`config.mk`:
```
export PLATFORM = sky130hd
export DESIGN_NAME = tmr_bus_voter_monitor
export DESIGN_NICKNAME = d
export VERILOG_FILES = /design/src/rtl/tmr_monitor_pkg.sv /design/src/rtl/tmr_domain_fault_tracker.sv /design/src/rtl/tmr_bus_voter_monitor.sv
export SDC_FILE = /design/constraint.sdc
export NUM_CORES = 1
export LEC_CHECK = 0
export CAP_MARGIN = 25
export CORE_MARGIN = 2
export CORE_UTILIZATION = 42
export CTS_CLUSTER_DIAMETER = 40
export DETAILED_ROUTE_END_ITERATION = 16
export DONT_BUFFER_PORTS = 1
export PLACE_DENSITY = 0.55
export SYNTH_ARGS = -nofsm -noshare
export SYNTH_HDL_FRONTEND = slang
export SYNTH_SLANG_ARGS = --single-unit
```
`constraint.sdc`:
```
create_clock -name assert_clk_i -period 4.75 [get_ports assert_clk_i]
set_input_delay 0.475 -clock assert_clk_i [delete_from_list [all_inputs] [get_ports assert_clk_i]]
set_output_delay 0.475 -clock assert_clk_i [all_outputs]
set_load 0.03 [all_outputs]
```
`src/rtl/tmr_monitor_pkg.sv`:
```
// Shared types and helpers for the bus voter and its per-domain fault trackers.
package tmr_monitor_pkg;

  typedef enum logic [1:0] {
    ST_OK      = 2'd0,
    ST_SUSPECT = 2'd1,
    ST_FAULTY  = 2'd2
  } fault_state_e;

  localparam int RUN_W       = 8;
  localparam int MAX_DOMAINS = 64;

  // True when at least two bits of v are set; callers zero-extend narrower vectors.
  function automatic logic popcount_ge2(input logic [MAX_DOMAINS-1:0] v);
    logic seen_one;
    logic seen_two;
    seen_one = 1'b0;
    seen_two = 1'b0;
    for (int i = 0; i < MAX_DOMAINS; i++) begin
      if (v[i]) begin
        if (seen_one) seen_two = 1'b1;
        seen_one = 1'b1;
      end
    end
    return seen_two;
  endfunction

endpackage

```
`src/rtl/tmr_domain_fault_tracker.sv`:
```
// Per-domain diagnostics: sticky flag, saturating disagreement counter and
// OK/SUSPECT/FAULTY persistence FSM with its consecutive-run counter.
module tmr_domain_fault_tracker
  import tmr_monitor_pkg::*;
#(
  parameter int CNT_W          = 16,
  parameter int PERSIST_CYCLES = 4
) (
  input  logic             i_clk,
  input  logic             i_srst,
  input  logic             i_clear,
  input  logic             i_en,
  input  logic             i_dis,
  output logic             o_sticky,
  output logic [CNT_W-1:0] o_err_cnt,
  output logic             o_persist
);

  localparam logic [RUN_W-1:0] PERSIST_RUN = RUN_W'(PERSIST_CYCLES);

  fault_state_e     r_state;
  logic [RUN_W-1:0] r_run;
  logic             r_sticky;
  logic [CNT_W-1:0] r_cnt;

  always_ff @(posedge i_clk) begin
    if (i_srst || i_clear) begin
      r_state  <= ST_OK;
      r_run    <= '0;
      r_sticky <= 1'b0;
      r_cnt    <= '0;
    end else if (i_en) begin
      if (i_dis) begin
        r_sticky <= 1'b1;
        if (r_cnt != {CNT_W{1'b1}}) r_cnt <= r_cnt + CNT_W'(1);
      end
      case (r_state)
        ST_OK: begin
          if (i_dis) begin
            r_run   <= RUN_W'(1);
            r_state <= (PERSIST_CYCLES == 1) ? ST_FAULTY : ST_SUSPECT;
          end
        end
        ST_SUSPECT: begin
          if (i_dis) begin
            r_run <= r_run + RUN_W'(1);
            if (r_run + RUN_W'(1) == PERSIST_RUN) r_state <= ST_FAULTY;
          end else begin
            r_run   <= '0;
            r_state <= ST_OK;
          end
        end
        // FAULTY is absorbing; only clear or reset leaves it.
        ST_FAULTY: r_state <= ST_FAULTY;
        default: begin
          r_state <= ST_OK;
          r_run   <= '0;
        end
      endcase
    end
  end

  assign o_sticky  = r_sticky;
  assign o_err_cnt = r_cnt;
  assign o_persist = (r_state == ST_FAULTY);

endmodule

```
`src/rtl/tmr_bus_voter_monitor.sv`:
```
// K-modular majority voter for a WIDTH-bit bus with registered per-domain
// disagreement, multi-fault, sticky, counter and persistent-fault diagnostics.
module tmr_bus_voter_monitor
  import tmr_monitor_pkg::*;
#(
  parameter int K_MMR          = 3,
  parameter int WIDTH          = 8,
  parameter int CNT_W          = 16,
  parameter int PERSIST_CYCLES = 4
) (
  input  logic                        assert_clk_i,
  input  logic                        assert_rst_i,
  input  logic [K_MMR-1:0][WIDTH-1:0] input_i,
  input  logic                        monitor_en_i,
  input  logic                        clear_i,
  output logic [K_MMR-1:0][WIDTH-1:0] output_o,
  output logic                        mismatch_o,
  output logic [K_MMR-1:0]            mismatch_dom_o,
  output logic                        multi_fault_o,
  output logic [K_MMR-1:0]            sticky_dom_o,
  output logic [K_MMR-1:0][CNT_W-1:0] err_cnt_o,
  output logic [K_MMR-1:0]            persist_fault_o
);

  if (K_MMR < 3 || (K_MMR % 2) == 0 || K_MMR > MAX_DOMAINS) begin : g_bad_k
    $error("K_MMR must be odd, >= 3 and <= MAX_DOMAINS");
  end
  if (WIDTH < 1) begin : g_bad_width
    $error("WIDTH must be >= 1");
  end
  if (CNT_W < 2) begin : g_bad_cnt_w
    $error("CNT_W must be >= 2");
  end
  if (PERSIST_CYCLES < 1 || PERSIST_CYCLES > 255) begin : g_bad_persist
    $error("PERSIST_CYCLES must be in 1..255");
  end

  (* dont_touch = "true" *) logic [WIDTH-1:0] w_vote;
  logic [K_MMR-1:0] w_dis;
  logic             w_multi;

  logic [K_MMR-1:0] r_mismatch_dom;
  logic             r_mismatch;
  logic             r_multi;

  genvar gi;

  // Bitwise majority: each bit looks at one column across all domains.
  for (gi = 0; gi < WIDTH; gi++) begin : g_vote
    logic [K_MMR-1:0] w_col;
    always_comb begin
      w_col = '0;
      for (int d = 0; d < K_MMR; d++) w_col[d] = input_i[d][gi];
    end
    assign w_vote[gi] = ($countones(w_col) > (K_MMR / 2));
  end

  for (gi = 0; gi < K_MMR; gi++) begin : g_dom
    assign output_o[gi] = w_vote;
    assign w_dis[gi]    = (input_i[gi] != w_vote);

    (* dont_touch = "true" *)
    tmr_domain_fault_tracker #(
      .CNT_W         (CNT_W),
      .PERSIST_CYCLES(PERSIST_CYCLES)
    ) u_tracker (
      .i_clk    (assert_clk_i),
      .i_srst   (assert_rst_i),
      .i_clear  (clear_i),
      .i_en     (monitor_en_i),
      .i_dis    (w_dis[gi]),
      .o_sticky (sticky_dom_o[gi]),
      .o_err_cnt(err_cnt_o[gi]),
      .o_persist(persist_fault_o[gi])
    );
  end

  assign w_multi = popcount_ge2(MAX_DOMAINS'(w_dis));

  // Clear outranks the enable, so the flags still report dis during a clear.
  always_ff @(posedge assert_clk_i) begin
    if (assert_rst_i) begin
      r_mismatch_dom <= '0;
      r_mismatch     <= 1'b0;
      r_multi        <= 1'b0;
    end else if (clear_i || monitor_en_i) begin
      r_mismatch_dom <= w_dis;
      r_mismatch     <= |w_dis;
      r_multi        <= w_multi;
    end else begin
      r_mismatch_dom <= '0;
      r_mismatch     <= 1'b0;
      r_multi        <= 1'b0;
    end
  end

  assign mismatch_dom_o = r_mismatch_dom;
  assign mismatch_o     = r_mismatch;
  assign multi_fault_o  = r_multi;

endmodule

```
* Word level (Yosys, flattened, before mapping)
Index checks and enable logic that the tools add are counted.
** Cells by class
- $add $sub $neg :: 22
- $lt $le $gt $ge :: 8
- Equality and inequality tests :: 21
- Multiplexer cells :: 27
- Bitwise gates (word level) :: 4
- Reductions and logical operators :: 19
** Operators with widths (count)
- 8-bit one-hot mux with 3 select lines :: 3
- 16-bit by 1-bit adder with 16-bit output (second input constant) :: 3
- 8-bit two-way mux :: 6
- 16-bit != test (second input constant) :: 3
- 3-bit AND reduction :: 9
- 2-bit by 1-bit adder with 3-bit output :: 8
- 8-bit by 1-bit adder with 8-bit output (second input constant) :: 3
- 8-bit by 3-bit == test with 1-bit output (second input constant) :: 3
- 3-bit by 1-bit > comparator with 1-bit output (second input constant) :: 8
- 8-bit != test :: 3
- 2-bit two-way mux :: 9
- 2-bit one-hot mux with 3 select lines :: 3
- 1-bit by 1-bit adder with 2-bit output :: 8
- 3-bit != test (second input constant) :: 3
- 2-bit by 1-bit == test with 1-bit output (second input constant) :: 3
- 2-bit == test (second input constant) :: 3
- 2-bit zero test :: 3
- 1-bit two-way mux :: 6
- 2-bit by 1-bit != test with 1-bit output (second input constant) :: 3
- 2-bit AND reduction :: 3
- 1-bit inverter :: 4
- 3-bit OR reduction :: 1
- 1-bit logical OR :: 2
- 2-bit OR reduction :: 1
** Storage, ports and cells
- Bits in registers :: 86
- Bits of input ports :: 28
- Output and inout bits :: 83
- Logic and storage cells :: 116

* Longest topological paths before layout
Gate-level depths: netlist (run 1).
- Depth after elaboration :: 9
- Gate-level depth with buffers :: 9
- Mapped depth without buffers :: 8

* Modules after synthesis
A second synthesis (run 1) with hierarchy kept.
** Unflattened totals
- Cell total of the unflattened synthesis :: 635
- Area, all modules :: 5176.2 um2
** Modules (own cells, without submodules)
- tmr_domain_fault_tracker (g_dom[0].u_tracker ...) :: times used 2, cells each 181, area an instance 1470.2 um2, seq. area each 540.5 um2
- tmr_domain_fault_tracker (g_dom[2].u_tracker) :: times used 1, cells each 173, area an instance 1410.1 um2, seq. area each 540.5 um2
- tmr_bus_voter_monitor :: times used 1, cells each 100, area an instance 825.8 um2, seq. area each 100.1 um2

* Worst setup path after synthesis (run 1)
OpenSTA, ideal clock, no wires.
- Path type :: input -> register
- Start :: in input_i[1] (netlist bit)
- End :: reg g_dom[1].u_tracker.r_cnt[5]
- Setup time :: 0.116 ns
- Arrival time :: 2.073 ns
- Data required time :: 4.634 ns
- Slack :: 2.561 ns
- Stages :: 8
- Buffers on the path :: 0
- Cell sequence :: ha_1 nor3b_2 nor4_1 and3_4 a21o_4 nor3_4 a31oi_1 a41o_1
** Between the ends
- Word-level cells in the longest chain between the ends :: 5
** Ends and longest elaborated chain
- start: declaration :: RTL line tmr_bus_voter_monitor.sv:13 : input logic [K_MMR-1:0][WIDTH-1:0] input_i,
- 1-bit by 1-bit adder with 2-bit output (not written as such) :: RTL line tmr_bus_voter_monitor.sv:55 : assign w_vote[gi] = ($countones(w_col) > (K_MMR / 2));
- 2-bit by 1-bit adder with 3-bit output (not written as such) :: RTL line tmr_bus_voter_monitor.sv:55
- 3-bit by 1-bit > comparator with 1-bit output :: RTL line tmr_bus_voter_monitor.sv:55
- 8-bit != test :: RTL line tmr_bus_voter_monitor.sv:60 : assign w_dis[gi] = (input_i[gi] != w_vote);
- 3-bit AND reduction (no source line)
- end signal: assignment :: RTL line tmr_domain_fault_tracker.sv:35 : if (r_cnt != {CNT_W{1'b1}}) r_cnt <= r_cnt + CNT_W'(1);
- end: declaration :: RTL line tmr_domain_fault_tracker.sv:24 : logic [CNT_W-1:0] r_cnt;
Every way passes these cells.
A chain may end at the register's enable or synchronous reset.

* Worst setup path after layout (run 1)
- Start :: reg g_dom[2].u_tracker.r_cnt[0]
- End :: reg g_dom[2].u_tracker.r_cnt[15]
** Between the ends
- Word-level cells in the longest chain between the ends :: 2
- Elaborated cells on any way between the ends :: 3
- Those cells by class :: 1 x add/sub; 1 x eq/ne; 1 x reduce/logical
** Ends and longest elaborated chain (RTL line)
- start: declaration :: tmr_domain_fault_tracker.sv:24
- start signal: assignment :: tmr_domain_fault_tracker.sv:35
- parallel branches: the longest is 2 deep, another holds 16-bit by 1-bit adder with 16-bit output
Several ways; the timed one is not identified.

==> results.toml, run 1 <==
[clock_network]
cts_resized = 0
worstSkewPairLatency_ns = 0.34
cts_setup_buffers = 0
clk_pin_slew_worst_paths_ns = 0.06
root_buffer = "clkbuf_16"
numCtsBuffers = 9
hold_buffers = 0
cts_tree = "done"
cts.sinks = 86
cts.htree.levels = 3
clockBufferDepth = 2

[logic_synthesis]
ys_ff_latch = 86
avgSynthCellArea_um2 = 8.47
ys_warn_count = 0
synth.distinct_cells = 70
synthArstFlopShare_pct = 0
synthesis.area_um2 = 4970
synth_top_area_cell = "dfxtp_1"
ys.flop_type = "dfxtp_1"
synth_nets = 630
synth-edff-count = 0
synth_cells = 587
synth_top_area_share_pct = 34.6
synthTopCellsByArea = "dfxtp_1 (35%), nor2_1 (6.0%), xnor2_1 (5.1%), xor2_1 (4.6%), ha_1 (3.8%)"
ys_seq_area_share_pct = 34.6

[global_route]
antenna_found_initial = 0
use_met2_pct = 28.2
met1_usage_pct = 21.0
top_usage_layer = "met2"
grt_pass1_wl_um = 18000
overflow = 0
met3_usage_pct = 5.57
grt.total_usage_pct = 17.1
grt_max_degree = 75
grt_pass1_vias = 3809

[timing]
setup_viol = 0
finalCritPeriodShare_pct = 52.7
fin_crit_ns = 2.50
slew_violations = 0
tightest_slew_ns = 0.894
tns_ns = 0
rsz0062_at_grt = "false"
fin_skew_ns = 0.00863
max_freq_ghz = 0.400
maxSlewHeadroom_pct = 40.4
final_hold_viol_count = 0

[floorplan]
std_cell_rows = 39
core_region_area_um2 = 11500
dieWidth_um = 113
dieArea_um2 = 12700
initial_core_util_pct = 43.4
io_pins = 111
die_h_um = 113

[drt]
drt_iter0_drc = 215
avgRoutedWirePerCell_um = 15.1
dr.pass1.iters = 4
ant_nets = 0
wirelength_um = 10700
drc_errors = 0
num_vias = 3902
via_per_inst = 5.53

[worst_setup_path]
end_kind = "register"
cp_max_fo = 10
cp.arrival_ns = 2.70
r2r_cells = 8
required_ns = 4.94
worstSetupStartpointType = "register"
r2r_setup_slack_ns = 2.25
critPathKind = "register to register"

[cells_and_area]
num-fill-cells = 1146
diodes = 0
drive_above_1_share_pct = 9.59
areaGrowthSynthToFinish_pct = 4.33
utilization_pct = 45.3
nets = 601

[run]
drv_cap = 0

[power]
peakVddDrop_mv = 0.253
powerDensity_nw_per_um2 = 312
p_leak_uw = 0.00184

[placement]
port_buffers = 0
globalplace.congestion = 0.776
place_hpwl_um = 7650

[min_path]
whs_path_depth = 1
hold_class = "input port to register"

[outcome]
status = "finished, final reports clean"
-- stage by stage --
| step | cell area (µm²) | hold slack, ns | instances | setup WS [ns] | total power, µW |
|---|---|---|---|---|---|
| after CTS | 5190 | 0.249 | 706 | 2.23 | 1650 |
| final | 5190 | 0.274 | 706 | 2.25 | 1620 |
| after global routing | 5190 | 0.263 | 706 | 2.02 | 1690 |
| after detailed placement | 4900 | 0.467 | 690 | 1.90 | 941 |
| after floorplan | 4970 | 0.426 | 587 | 2.56 | 941 |
| after global placement | 4900 | 0.457 | 690 | 1.95 | 938 |
-- worst max-delay path: stages, from the launching register on --
cell,delay (ns)
dfxtp_1,0.58
ha_1,0.24
and2_1,0.17
nand3_1,0.22
or3_1,0.61
nand4_4,0.21
nor4_1,0.08
xnor2_1,0.19
nor2_1,0.05
-- final cells by class --
type / count / area, µm² / share of cell area, %
clock buffer: 13 / 250 / 4.82
clock inverter: 3 / 43.8 / 0.844
inverter: 23 / 86.3 / 1.66
multi-input combinational: 437 / 2900 / 55.9
sequential: 86 / 1720 / 33.2
tap: 143 / 179 / 3.45
timing repair buffer: 1 / 7.51 / 0.145
-- cells in the mapped netlist, types with 4 or more instances --
cell type / count
and2_1: 4
nor4_1: 6
ha_1: 15
xnor2_1: 29
mux2i_1: 7
dfxtp_1: 86
nand2_1: 45
nand4_1: 18
o21ai_0: 10
clkbuf_1: 13
nor3_1: 15
and3_1: 15
a31o_2: 4
nor3b_1: 8
nor2_1: 80
buf_4: 23
nor2b_1: 11
inv_1: 22
nand3_1: 31
xor2_1: 26
a21oi_2: 7
a21oi_1: 26
a22oi_1: 8
a21o_1: 4
nor4_4: 4
-- state kept, by name, indices dropped and copies added (netlist names) --
signal and count:
g_dom.u_tracker.r_run 24, mismatch_o 1, g_dom.u_tracker.r_state 6, g_dom.u_tracker.o_sticky 3
multi_fault_o 1, g_dom.u_tracker.o_err_cnt 48, mismatch_dom_o 3
-- worst paths after layout --
path / startpoint / to
worst max-delay path: g_dom[2].u_tracker.o_err_cnt[0] / g_dom[2].u_tracker.o_err_cnt[15]
worst min-delay path: monitor_en_i / g_dom[0].u_tracker.r_run[0]
worst max register to register: g_dom[2].u_tracker.o_err_cnt[0] / g_dom[2].u_tracker.o_err_cnt[15]
worst min register to register: g_dom[0].u_tracker.r_run[1] / g_dom[0].u_tracker.r_run[1]
-- cell families after synthesis --
family                     synth area share, %
AOI/OAI and AO/OA                         12.6
xor gates and xnor gates                  9.68
adders and majority gates                 3.97
buffers and inverters                     7.07
DFF                                       34.6
muxes                                     2.09
and+or+nand+nor                           30.0
-- report_power, final --
part | switching (µW) | total [µW] | internal [µW] | leakage [µW]
Sequential | 22.5 | 753 | 730 | 0.000696
Clock | 275 | 697 | 422 | 0.000144
Combinational | 123 | 170 | 47.0 | 0.00100
Total | 420 | 1620 | 1200 | 0.00184
-- per-layer routing --
metal	wire, µm	vias up	share of wire (%)
met5	0	-	0
met4	168	0	1.6
met3	678	11	6.3
met2	5030	101	47
met1	4800	1805	45
li1	-	1985	-
-- layout by cell type, fill, tap and decap left out, types with 7 or more instances in the layout --
cell type   n
and3_1     15
nand2_1    45
a22oi_1     8
xor2_1     26
nand4_1    18
nand3_1    31
dfxtp_1    86
nor3_1     15
xnor2_1    29
clkbuf_16   9
inv_1      22
o21ai_0    10
nor3b_1     8
a21oi_2     7
ha_1       15
nor2b_1    11
a21oi_1    26
nor2_1     80
mux2i_1     7
Power figures use the tool's default switching activity.
==> run 2, diff against run 1 <==
==> constraint.sdc (replaced) <==
create_clock -name assert_clk_i -period 2.4 [get_ports assert_clk_i]
set_input_delay 0.24 -clock assert_clk_i [delete_from_list [all_inputs] [get_ports assert_clk_i]]
set_output_delay 0.24 -clock assert_clk_i [all_outputs]
set_load 0.03 [all_outputs]
==> run 2 against run 1 <==
  * Register-to-register slack lost 1.9 ns
  * Wire length grew 6.7%
  * Non-clock buffer count is 54 higher
  * Largest cell class unchanged
  * Clock skew decreased by 0.0022 ns
  * Power is 98% higher
  * First-iteration DRC count decreased by 1.9%
  * Sequential share of layout area decreased by 2.4 points
  * Cell count rose by 7.5%
  * Critical path depth shrank 3
==> results.toml, run 2 (synthesis gave the netlist of run 1 again) <==
[cells_and_area]
regArea_um2 = 1720
diodes = 0
postLayoutCellArea_um2 = 5600
largest_register_ffs = 48
final_common_cell = "dfxtp_1"
nets = 655
num-fill-cells = 1121
layout_common_cells = "dfxtp_1 (86), nor2_1 (80), buf_4 (54), nand2_1 (45), nand3_1 (31)"
multi_input_area_um2 = 2900
areaGrowthSynthToFinish_pct = 12.5
drive_above_1_share_pct = 17.5

[clock_network]
cts.sinks = 86
root_buffer = "clkbuf_16"
cts_tree = "done"
numCtsBuffers = 9
worstSkewPairLatency_ns = 0.35
cts.htree.levels = 3
cts_setup_buffers = 0
hold_buffers = 0
cts_resized = 0
clockBufferDepth = 2
clk_pin_slew_worst_paths_ns = 0.06

[placement]
place_ws_ns = 0.213
place_hpwl_um = 8400
place_area_um2 = 5310
port_buffers = 0
globalplace.congestion = 0.813

[global_route]
grt.total_usage_pct = 18.3
grt_max_degree = 61
overflow = 0
grt_pass1_wl_um = 19200
antenna_found_initial = 0
grt_pass1_vias = 3995

[run]
drv_cap = 0

[drt]
ant_nets = 0
m1WireLength_um = 5170
wl_met3_um = 761
met2WireLength_um = 5340
topRoutingLayerUsed = "met4"
num_vias = 4102
drt_iter0_drc = 211
via_per_inst = 5.40
dr.pass1.iters = 4
avgRoutedWirePerCell_um = 15.0
drc_errors = 0
wirelength_um = 11400

[timing]
slew_violations = 0
fin_crit_ns = 2.04
setup_viol = 0
maxSlewHeadroom_pct = 48.2
final_hold_viol_count = 0
setup_slack_ns = 0.356
fin_skew_ns = 0.00641
tightest_slew_ns = 0.777
tns_ns = 0
rsz0062_at_grt = "false"
hold_ws_ns = 0.0212
finalCritPeriodShare_pct = 85.2
max_freq_ghz = 0.489

[worst_setup_path]
required_ns = 2.64
crit_path_max_incr_delay_ns = 0.58
crit_start = "g_dom[1].u_tracker.r_run[0]"
worstSetupStartpointType = "register"
r2r_setup_slack_ns = 0.36
endpoint = "g_dom[1].u_tracker.r_state[0]"
cp.arrival_ns = 2.28
worstReg2RegEnd = "g_dom[1].u_tracker.r_state[0]"
cp_max_fo = 5
cp_slowest_cell = "or4b_2"
r2r_cells = 5
critPathKind = "register to register"
end_kind = "register"
rr_startpoint = "g_dom[1].u_tracker.r_run[0]"
crit_chain = "ha_1 -> or4b_2 -> nor4_1 -> a2111oi_0 -> a31o_1"

[floorplan]
dieWidth_um = 113
core_region_area_um2 = 11500
io_pins = 111
die_h_um = 113
dieArea_um2 = 12700
std_cell_rows = 39
initial_core_util_pct = 43.4

[power]
peakVddDrop_mv = 0.513
powerDensity_nw_per_um2 = 572
p_leak_uw = 0.00213

[min_path]
hold_class = "input port to register"
min-delay-start = "monitor_en_i"

[outcome]
status = "finished, final reports clean"
[run 2: worst min-delay path by stage]
stage                                             end  slack [ns]  cells past startpoint
after global placement    g_dom[0].u_tracker.r_run[0]        0.37                      1
after global routing      g_dom[0].u_tracker.r_run[0]        0.01                      1
after detailed placement  g_dom[0].u_tracker.r_run[0]        0.37                      1
after floorplan           g_dom[1].u_tracker.o_sticky        0.43                      2
after CTS                 g_dom[0].u_tracker.r_run[0]       0.007                      1
final                     g_dom[0].u_tracker.r_run[0]        0.02                      1
[run 2: per-stage QoR]
stage / power (µW) / utilization [%] / cells
final: 3200 / 48.8 / 759
after global routing: 3340 / 48.8 / 759
after CTS: 3240 / 48.8 / 759
after detailed placement: 1880 / 46.3 / 744
after global placement: 1870 / 46.3 / 744
after floorplan: 1860 / - / 587
[run 2: power by group]
group          internal (µW)  switching [µW]
sequential              1450            37.3
combinational            107             253
clock                    799             560
total                   2350             851
[run 2: layer usage]
layer | vias to the layer above | track usage (%)
li1 | 2084 | -
met1 | 1909 | 22.8
met2 | 99 | 30.1
met3 | 10 | 6.86
met4 | 0 | 4.63
met5 | - | 0
[run 2: worst max-delay path, delay by kind of cell (launching register included)]
kind | cells | cell delay, ns
AOI/OAI and AO/OA | 2 | 0.39
DFF | 1 | 0.38
and+or+nand+nor | 2 | 0.99
adders and majority gates | 1 | 0.18
[run 2: layout make-up]
| cell class | count | share of cell area, % |
|---|---|---|
| inverters | 23 | 1.54 |
| flip-flops and latches | 86 | 30.8 |
| clock buffers | 11 | 4.16 |
| well taps | 143 | 3.20 |
| multi-input cells | 437 | 51.9 |
| repair buffers | 55 | 7.60 |
| clock inverters | 4 | 0.872 |
